## src/rtl/bcd_button_counter.sv

```systemverilog
// Purpose: debounces increment/decrement buttons and keeps a DIGITS-wide BCD count (wrap or saturate) with 7-segment decode.
// Latency: count updates DEBOUNCE_CYCLES+2 edges after the first edge that samples a button high; segments follow combinationally.
// Backpressure: none; presses are events and are never stalled, simultaneous inc+dec events cancel.
module bcd_button_counter #(
    parameter int DIGITS          = 2,
    parameter int DEBOUNCE_CYCLES = 4,
    parameter int MAX_VALUE       = 99,
    parameter int BLANK_LZ        = 0
) (
    input  logic                  clk,
    input  logic                  reset,
    input  logic                  button_inc,
    input  logic                  button_dec,
    input  logic                  wrap_en,
    output logic [4*DIGITS-1:0]   count_bcd,
    output logic [7*DIGITS-1:0]   segments,
    output logic                  wrap_pulse
);

    localparam int CW = $clog2(DEBOUNCE_CYCLES);
    localparam int BW = 4 * DIGITS;

    // Elaboration-time binary to BCD for the ceiling.
    function automatic logic [BW-1:0] to_bcd(input int v);
        logic [BW-1:0] res;
        int            r;
        res = '0;
        r   = v;
        for (int k = 0; k < DIGITS; k++) begin
            res[4*k +: 4] = 4'(r % 10);
            r             = r / 10;
        end
        return res;
    endfunction

    localparam logic [BW-1:0] MAX_BCD = to_bcd(MAX_VALUE);

    // Ripple +1 across BCD digits, 9 rolls to 0 and carries upward.
    function automatic logic [BW-1:0] bcd_inc(input logic [BW-1:0] v);
        logic [BW-1:0] res;
        logic          c;
        res = v;
        c   = 1'b1;
        for (int k = 0; k < DIGITS; k++) begin
            if (c) begin
                if (v[4*k +: 4] == 4'd9) begin
                    res[4*k +: 4] = 4'd0;
                end else begin
                    res[4*k +: 4] = v[4*k +: 4] + 4'd1;
                    c             = 1'b0;
                end
            end
        end
        return res;
    endfunction

    // Ripple -1 across BCD digits, 0 rolls to 9 and borrows upward.
    function automatic logic [BW-1:0] bcd_dec(input logic [BW-1:0] v);
        logic [BW-1:0] res;
        logic          b;
        res = v;
        b   = 1'b1;
        for (int k = 0; k < DIGITS; k++) begin
            if (b) begin
                if (v[4*k +: 4] == 4'd0) begin
                    res[4*k +: 4] = 4'd9;
                end else begin
                    res[4*k +: 4] = v[4*k +: 4] - 4'd1;
                    b             = 1'b0;
                end
            end
        end
        return res;
    endfunction

    function automatic logic [6:0] seg_decode(input logic [3:0] d);
        case (d)
            4'd0:    return 7'h40;
            4'd1:    return 7'h79;
            4'd2:    return 7'h24;
            4'd3:    return 7'h30;
            4'd4:    return 7'h19;
            4'd5:    return 7'h12;
            4'd6:    return 7'h02;
            4'd7:    return 7'h78;
            4'd8:    return 7'h00;
            4'd9:    return 7'h10;
            default: return 7'h7F;
        endcase
    endfunction

    // Channel 0 = increment, channel 1 = decrement.
    logic [1:0]         raw;
    logic [1:0]         sync1_q, sync2_q, db_q, db_dly_q;
    logic [1:0][CW-1:0] cnt_q;
    logic [1:0]         press;
    logic [BW-1:0]      count_q, count_d;
    logic               wrap_q, wrap_d;

    assign raw   = {button_dec, button_inc};
    assign press = db_q & ~db_dly_q;

    // Two-flop synchroniser, debounce counter and debounced level per button.
    always_ff @(posedge clk or posedge reset) begin
        if (reset) begin
            sync1_q  <= '0;
            sync2_q  <= '0;
            db_q     <= '0;
            db_dly_q <= '0;
            cnt_q    <= '0;
        end else begin
            sync1_q  <= raw;
            sync2_q  <= sync1_q;
            db_dly_q <= db_q;
            for (int b = 0; b < 2; b++) begin
                if (sync2_q[b] == db_q[b]) begin
                    cnt_q[b] <= '0;
                end else if (cnt_q[b] == CW'(DEBOUNCE_CYCLES - 1)) begin
                    db_q[b]  <= sync2_q[b];
                    cnt_q[b] <= '0;
                end else begin
                    cnt_q[b] <= cnt_q[b] + CW'(1);
                end
            end
        end
    end

    // Next count: single inc or dec event moves the count; limits wrap or hold.
    always_comb begin
        count_d = count_q;
        wrap_d  = 1'b0;
        if (press[0] && !press[1]) begin
            if (count_q != MAX_BCD) begin
                count_d = bcd_inc(count_q);
            end else if (wrap_en) begin
                count_d = '0;
                wrap_d  = 1'b1;
            end
        end else if (press[1] && !press[0]) begin
            if (count_q != '0) begin
                count_d = bcd_dec(count_q);
            end else if (wrap_en) begin
                count_d = MAX_BCD;
                wrap_d  = 1'b1;
            end
        end
    end

    // Registered count and wrap pulse.
    always_ff @(posedge clk or posedge reset) begin
        if (reset) begin
            count_q <= '0;
            wrap_q  <= 1'b0;
        end else begin
            count_q <= count_d;
            wrap_q  <= wrap_d;
        end
    end

    // Segment decode from the top digit down so leading zeros can be blanked.
    always_comb begin
        logic       hi_zero;
        logic [3:0] dig;
        segments = '1;
        hi_zero  = 1'b1;
        dig      = '0;
        for (int k = DIGITS - 1; k >= 0; k--) begin
            dig     = count_q[4*k +: 4];
            hi_zero = hi_zero && (dig == 4'd0);
            if ((BLANK_LZ != 0) && (k > 0) && hi_zero) begin
                segments[7*k +: 7] = 7'h7F;
            end else begin
                segments[7*k +: 7] = seg_decode(dig);
            end
        end
    end

    assign count_bcd  = count_q;
    assign wrap_pulse = wrap_q;

endmodule
```

## config.mk

```make
export PLATFORM = sky130hd
export DESIGN_NAME = bcd_button_counter
export DESIGN_NICKNAME = d
export VERILOG_FILES = /design/src/rtl/bcd_button_counter.sv
export SDC_FILE = /design/constraint.sdc
export NUM_CORES = 1
export LEC_CHECK = 0
export CAP_MARGIN = 20
export CORE_MARGIN = 5
export CORE_UTILIZATION = 56
export DETAILED_ROUTE_END_ITERATION = 16
export GPL_ROUTABILITY_DRIVEN = 0
export PLACE_DENSITY_LB_ADDON = 0.12
export RECOVER_POWER = 25
export SYNTH_ARGS = -nofsm -noshare
export SYNTH_HDL_FRONTEND = slang
export SYNTH_SLANG_ARGS = --single-unit
```

## constraint.sdc

```tcl
create_clock -name clk -period 6.4 [get_ports clk]
set_input_delay 1.92 -clock clk [delete_from_list [all_inputs] [get_ports clk]]
set_output_delay 1.92 -clock clk [all_outputs]
set_load 0.1 [all_outputs]
```

Word level (Yosys, flattened, before mapping):

Memories as Yosys holds them, arrays and structs flattened.
Cells that the tools add are included.

* flip-flop bits (word level): 21
* memory bits (read-only): 224
* bits of input ports: 5
* output and inout port bits: 23
* logic and storage cells: 73
* memories kept: 2

Memory list
* (name not given): depth 16, width 7, read ports 1, clocked after Yosys merged registers in 0, write ports 0, RTL line 77 `case (d)`
* (name not given): depth 16, width 7, read ports 1, clocked after Yosys merged registers in 0, write ports 0, RTL line 77

* $add $sub $neg: 6
* eq/ne operators: 10
* muxes and demuxes: 28
* bitwise gates (word level): 4
* reductions and logical operators: 13

Operators by type and width (count)
* 8-bit two-way mux: 6
* 4-bit two-way mux: 6
* 1-bit two-way mux: 12
* 3-bit by 2-bit != test with 1-bit output, second input constant: 3
* 4-bit by 1-bit adder with 4-bit output, second input constant: 2
* 4-bit equality test, second input constant: 2
* 4-bit zero test: 2
* 2-bit two-way mux: 4
* 8-bit != test, second input constant: 1
* 8-bit nonzero test: 1
* 4-bit by 1-bit subtractor with 4-bit output, second input constant: 2
* 5-bit AND reduction: 1
* 2-bit by 1-bit adder with 2-bit output, second input constant: 2
* 2-bit equality test, second input constant: 2
* 2-bit AND reduction: 2
* 3-bit AND reduction: 1
* 3-bit nonzero test: 1
* 2-bit bitwise AND: 1
* 1-bit equality test: 2
* 1-bit logical AND: 2
* 1-bit zero test: 2
* 1-bit NOT: 2
* 2-bit NOT: 1
* 2-bit nonzero test: 1

Logic depth before layout (Yosys ltp):

Gate-level depths: netlist of the first run.

* depth in word-level cells: 10
* mapped depth: 7
* depth with buffers taken out: 6

Worst setup path before layout of the first run:

OpenSTA, ideal clock, no wires.

* path type: reg-to-output
* from: reg count_q[1] (netlist: count_bcd[1])
* to: out segments[4]
* arrival time: 3.880 ns
* data required time: 4.480 ns
* path slack: 0.600 ns
* stages on the path, launching flop included: 5
* buffers on the path: 0
* cell sequence: dfrtp_1 > inv_1 > ha_1 > ha_1 > o21ai_0

* cells in the longest elaborated chain, start to end: 1

Ends and longest elaborated chain
* start, declared: RTL line 97 `logic [BW-1:0] count_q, count_d;`
* start signal, assigned: RTL line 155 `count_q <= count_d;`
* memory 16 x 7 bit
* end, declared: RTL line 16 `output logic [7*DIGITS-1:0] segments,`

Every way passes these cells.

Worst setup path in the final report of the first run:

* from: reg count_q[0] (netlist: count_bcd[0])
* to: out segments[4]

The elaborated chain is that of the path after synthesis.

==> results of run 1 <==
==> per-stage QoR <==
stage / hold WS (ns) / std cells / setup slack, ns / util, % / instance area [µm²]
4_1_cts: 0.370 / 225 / 1.60 / 68.5 / 1840
2_1_floorplan: 0.331 / 169 / 0.600 / - / 1530
5_1_grt: 0.384 / 225 / 1.44 / 68.5 / 1840
6_report: 0.365 / 225 / 1.63 / 68.5 / 1840
3_5_place_dp: 0.342 / 221 / 1.95 / 67.5 / 1810
3_3_place_gp: 0.333 / 221 / 2.01 / 67.5 / 1810
==> routing by layer <==
metal  vias to the layer above  wire length [µm]  share of wire, %  track usage (%)
met2                        35              1800                52             30.7
li1                        661                 -                 -                -
met4                         0                23              0.67             2.17
met5                         -                 0                 0                0
met3                         4               131               3.8             4.14
met1                       669              1500                43             23.7
==> layout make-up <==
cell class,instances,area (µm²),share of cell area [%]
multi-input cells,129,931,50.6
inverters,13,48.8,2.65
clock buffers,4,26.3,1.43
repair buffers,27,270,14.7
flip-flops and latches,21,526,28.6
well taps,31,38.8,2.11
==> worst max-delay path, cell delays in order, from the launching register on <==
cell and delay (ns):
dfrtp_1 0.57, inv_1 0.14, ha_1 0.30, ha_1 0.21, o21ai_0 0.16, clkdlybuf4s50_1 1.16
==> kinds of logic (layout without fill, tap and decap cells) <==
logic type	Yosys count	after routing	synth area share, %
and+or+nand+nor	55	55	21.0
AOI/OAI and AO/OA	49	49	20.6
DFF	21	21	34.4
buffers and inverters	19	44	4.67
adders and majority gates	15	15	12.3
muxes	6	6	4.83
xor gates and xnor gates	4	4	2.29
==> state kept, by name, indices dropped and copies added, names as in the netlist <==
| signal | flops |
|---|---|
| cnt_q | 4 |
| count_bcd | 8 |
| db_dly_q | 2 |
| db_q | 2 |
| sync1_q | 2 |
| sync2_q | 2 |
| wrap_pulse | 1 |
==> path summary, 6_finish.rpt <==
path	from	to	cells after the start
hold / removal	sync1_q[1]	sync2_q[1]	0
min in group asynchronous	reset	db_dly_q[1]	2
setup reg to reg	db_q[0]	count_bcd[4]	6
max in group asynchronous	reset	sync2_q[0]	2
hold reg to reg	sync1_q[1]	sync2_q[1]	0
setup / recovery	count_bcd[0]	segments[4]	5
==> layout by cell type (no fill, tap or decap), drive strengths merged, types with 4 or more instances in the layout <==
cell type	instances
a31oi	5
inv	13
mux2	5
clkbuf	4
dlygate4sd3	4
nor2	12
a21oi	15
nor3	4
o21ai	11
nand2	12
ha	15
clkdlybuf4s50	23
dfrtp	21
==> out/metrics.yaml, run 1 <==
dr.pass1.iters: 5
synth_edf_count: 0
outcome: "completed"
synth_most_common_cell: "dfrtp_1"
grt_overflow: 0
core_area_mm2: 0.00269
post_cts_buffers: 0
critical_path_arrival_ns: 2.85
cp_max_fo: 10
critPathKind: "reg -> out"
synth_commonest_cells: "dfrtp_1, a21oi_1, ha_1"
cts_buffers: 3
drv_slew: 0
drive_gt1_share_pct: 12.9
fp.dieW_um: 62.2
avgSynthCellArea_um2: 9.04
synthArstFlopShare_pct: 100
num_antenna_cells: 0
grt_usage_pct: 18.0
rsz0062_at_grt: "no"
cts_root_buffer: "clkbuf_4"
dpl.hpwl_um: 2560
synth_flop_cell: "dfrtp_1"
clockBufferDepth: 2
cap_violations: 0
dr.first_iter.drc_count: 58
io_buffers: 27
start_util_pct: 56.9
route.detailed.drc: 0
drt_wl_total_um: 3450
fmax_mhz: 210
setup_viol: 0
worst_pin_slew_ns: 0.977
synth.net_count: 189
grt_max_degree: 22
cts_resized: 0
finalHoldViolCount: 0
cp-start-kind: "flop"
drtAntennaViolNets: 0
grt_pass1_vias: 1344
rrSetupSlack_ns: 3.76
yosys.area.top_type_share_pct: 34.4
viasPerCell: 6.08
path_clk_slew_ns: 0.11
yosys_warnings: 0
required_ns: 4.48
placementRows: 19
cts.sinks: 21
min_path_type: "reg -> reg"
die_area_mm2: 0.00387
tns_ns: 0
netlist_instances: 169
cts-hold-fix-buffers: 0
nFillCells: 213
nets: 215
via_count: 1369
grt_pass1_wl_um: 5930
cts_tree: "done"
netlist.top_cell.by_area: "dfrtp_1"
ys_types: 51
synthesis.area_mm2: 0.00153
fin_skew_ns: 0.00277
clock_latency_ns: 0.30
synthTopCellsByArea: "dfrtp_1, ha_1, a21oi_1"
min_period_ns: 4.77
area_growth_pct: 20.5
wl_per_cell_um: 15.3
period_share_pct: 74.6
h-tree-depth: 1
synth-seq-area-share_pct: 34.4
io_pins: 28
antenna_found_initial: 0
cp-end-kind: "output port"
relSlewSlack_pct: 34.7
die_h_um: 62.2
synth-seq-cells: 21
Power of run 1 is left out: the tool's default activity adds up to more than one toggle a clock period on the data nets, which glitch-free logic cannot reach.
==> inputs of run 2 (changes only) <==
--- a/config.mk
+++ b/config.mk
@@ -7,7 +7,7 @@
 export LEC_CHECK = 0
 export CAP_MARGIN = 20
 export CORE_MARGIN = 5
-export CORE_UTILIZATION = 56
+export CORE_UTILIZATION = 52
 export DETAILED_ROUTE_END_ITERATION = 16
 export GPL_ROUTABILITY_DRIVEN = 0
 export PLACE_DENSITY_LB_ADDON = 0.12
==> constraint.sdc (replaced) <==
create_clock -name clk -period 5 [get_ports clk]
set_input_delay 1.5 -clock clk [delete_from_list [all_inputs] [get_ports clk]]
set_output_delay 1.5 -clock clk [all_outputs]
set_load 0.1 [all_outputs]
==> out/metrics.yaml, run 2 (synthesis results as in run 1) <==
post_cts_buffers: 0  # unchanged
cts.sinks: 21  # unchanged
antenna_found_initial: 0  # unchanged
viasPerCell: 5.81  # -4.5%
clock_latency_ns: 0.29  # about the same
rr_worst_depth: 6  # unchanged
start_util_pct: 54.9  # -1.9 points
critPathKind: "reg -> out"
grt_pass1_wl_um: 5830  # -1.8%
grt_overflow: 0  # unchanged
min_path_type: "reg -> reg"
die_h_um: 64.2  # +3.2%
startpoint: "count_bcd[1]"
tns_ns: 0  # unchanged
dpl.hpwl_um: 2460  # -4.0%
drive_gt1_share_pct: 16.0  # +3.1 points
critical_path.endpoint: "segments[3]"
fp.dieW_um: 64.2  # +3.2%
cts_buffers: 3  # unchanged
r2r-end: "count_bcd[5]"
utilization_pct: 65.6  # -2.9 points
nFillCells: 236  # +11%
outcome: "completed"
cts_tree: "done"
via_count: 1308  # -4.5%
core_area_mm2: 0.00278  # +3.5%
cp_max_fo: 9  # -1
grt_usage_pct: 16.9  # -1.1 points
rrSetupSlack_ns: 2.40  # -1.36 ns
clockBufferDepth: 2  # unchanged
final_common_cell: "dfrtp_1"
fin_skew_ns: 0.00323  # +0.000456 ns
worst_pin_slew_ns: 0.992  # +0.0154 ns
setup_viol: 0  # unchanged
cts_root_buffer: "clkbuf_4"
required_ns: 3.50  # -0.98 ns
area_growth_pct: 19.5
period_share_pct: 86.0
h-tree-depth: 1  # unchanged
drv_slew: 0  # unchanged
r2r_start: "db_q[0]"
path_clk_slew_ns: 0.11  # about the same
route.detailed.drc: 0  # unchanged
io_pins: 28  # unchanged
final_cell_mix: "dfrtp_1, clkdlybuf4s50_1, a21oi_1, ha_1"
placementRows: 19  # unchanged
nets: 215  # unchanged
cp-end-kind: "output port"
drtAntennaViolNets: 0  # unchanged
die_area_mm2: 0.00412  # +6.4%
cts_resized: 0  # unchanged
fmax_mhz: 233
wl_per_cell_um: 14.7  # -4.2%
dr.first_iter.drc_count: 65  # +12%
io_buffers: 27  # unchanged
relSlewSlack_pct: 33.6  # -1.0 points
cp-start-kind: "flop"
multi_input_area_um2: 931  # unchanged
finalHoldViolCount: 0  # unchanged
critical_path_arrival_ns: 2.80  # -0.05 ns
grt_max_degree: 22  # unchanged
rsz0062_at_grt: "no"
cts-hold-fix-buffers: 0  # unchanged
largest_register_ffs: 8  # unchanged
min_period_ns: 4.30
num_antenna_cells: 0  # unchanged
drt_wl_total_um: 3310  # -4.2%
cap_violations: 0  # unchanged
grt_pass1_vias: 1329  # -1.1%
final-seq-area_um2: 526  # unchanged
dr.pass1.iters: 4  # -1
run 2: area by class of cell:
class	instances	share of cell area, %
clock buffer	4	1.44
sequential	21	28.8
tap	31	2.12
multi-input combinational	129	51.0
inverter	13	2.67
timing repair buffer	27	14.0
run 2: through the flow:
step | worst slack [ns] | std cells | cell area, µm² | hold slack, ns
3_3_place_gp | 1.16 | 221 | 1800 | 0.332
5_1_grt | 0.540 | 225 | 1830 | 0.384
2_1_floorplan | 0.00754 | 169 | 1530 | 0.331
6_report | 0.702 | 225 | 1830 | 0.355
4_1_cts | 0.721 | 225 | 1830 | 0.361
3_5_place_dp | 1.07 | 221 | 1800 | 0.336
run 2: worst min path at each step:
stage,startpoint,to,slack [ns],cells past startpoint
floorplan,sync1_q[0],sync2_q[0],0.33,0
global placement,sync1_q[0],sync2_q[0],0.33,0
detailed placement,sync1_q[0],sync2_q[0],0.34,0
CTS,sync1_q[0],sync2_q[0],0.36,0
global route,sync1_q[1],sync2_q[1],0.38,0
finish,sync1_q[0],sync2_q[0],0.35,0
run 2: critical path: stages (launching register included):
cell	delay, ns
dfrtp_1	0.49
inv_1	0.20
ha_1	0.25
or2_2	0.13
a21oi_1	0.07
a31oi_1	0.19
clkdlybuf4s50_1	1.17
run 2: routing by layer:
layer  vias to the layer above  track usage [%]  wire (µm)
met1                       617             21.7       1520
met2                        28             28.9       1600
met4                         0             3.82         42
met5                         -                0          0
li1                        657                -          -
met3                         6             3.85        143
Power of run 2 is left out for the same reason.
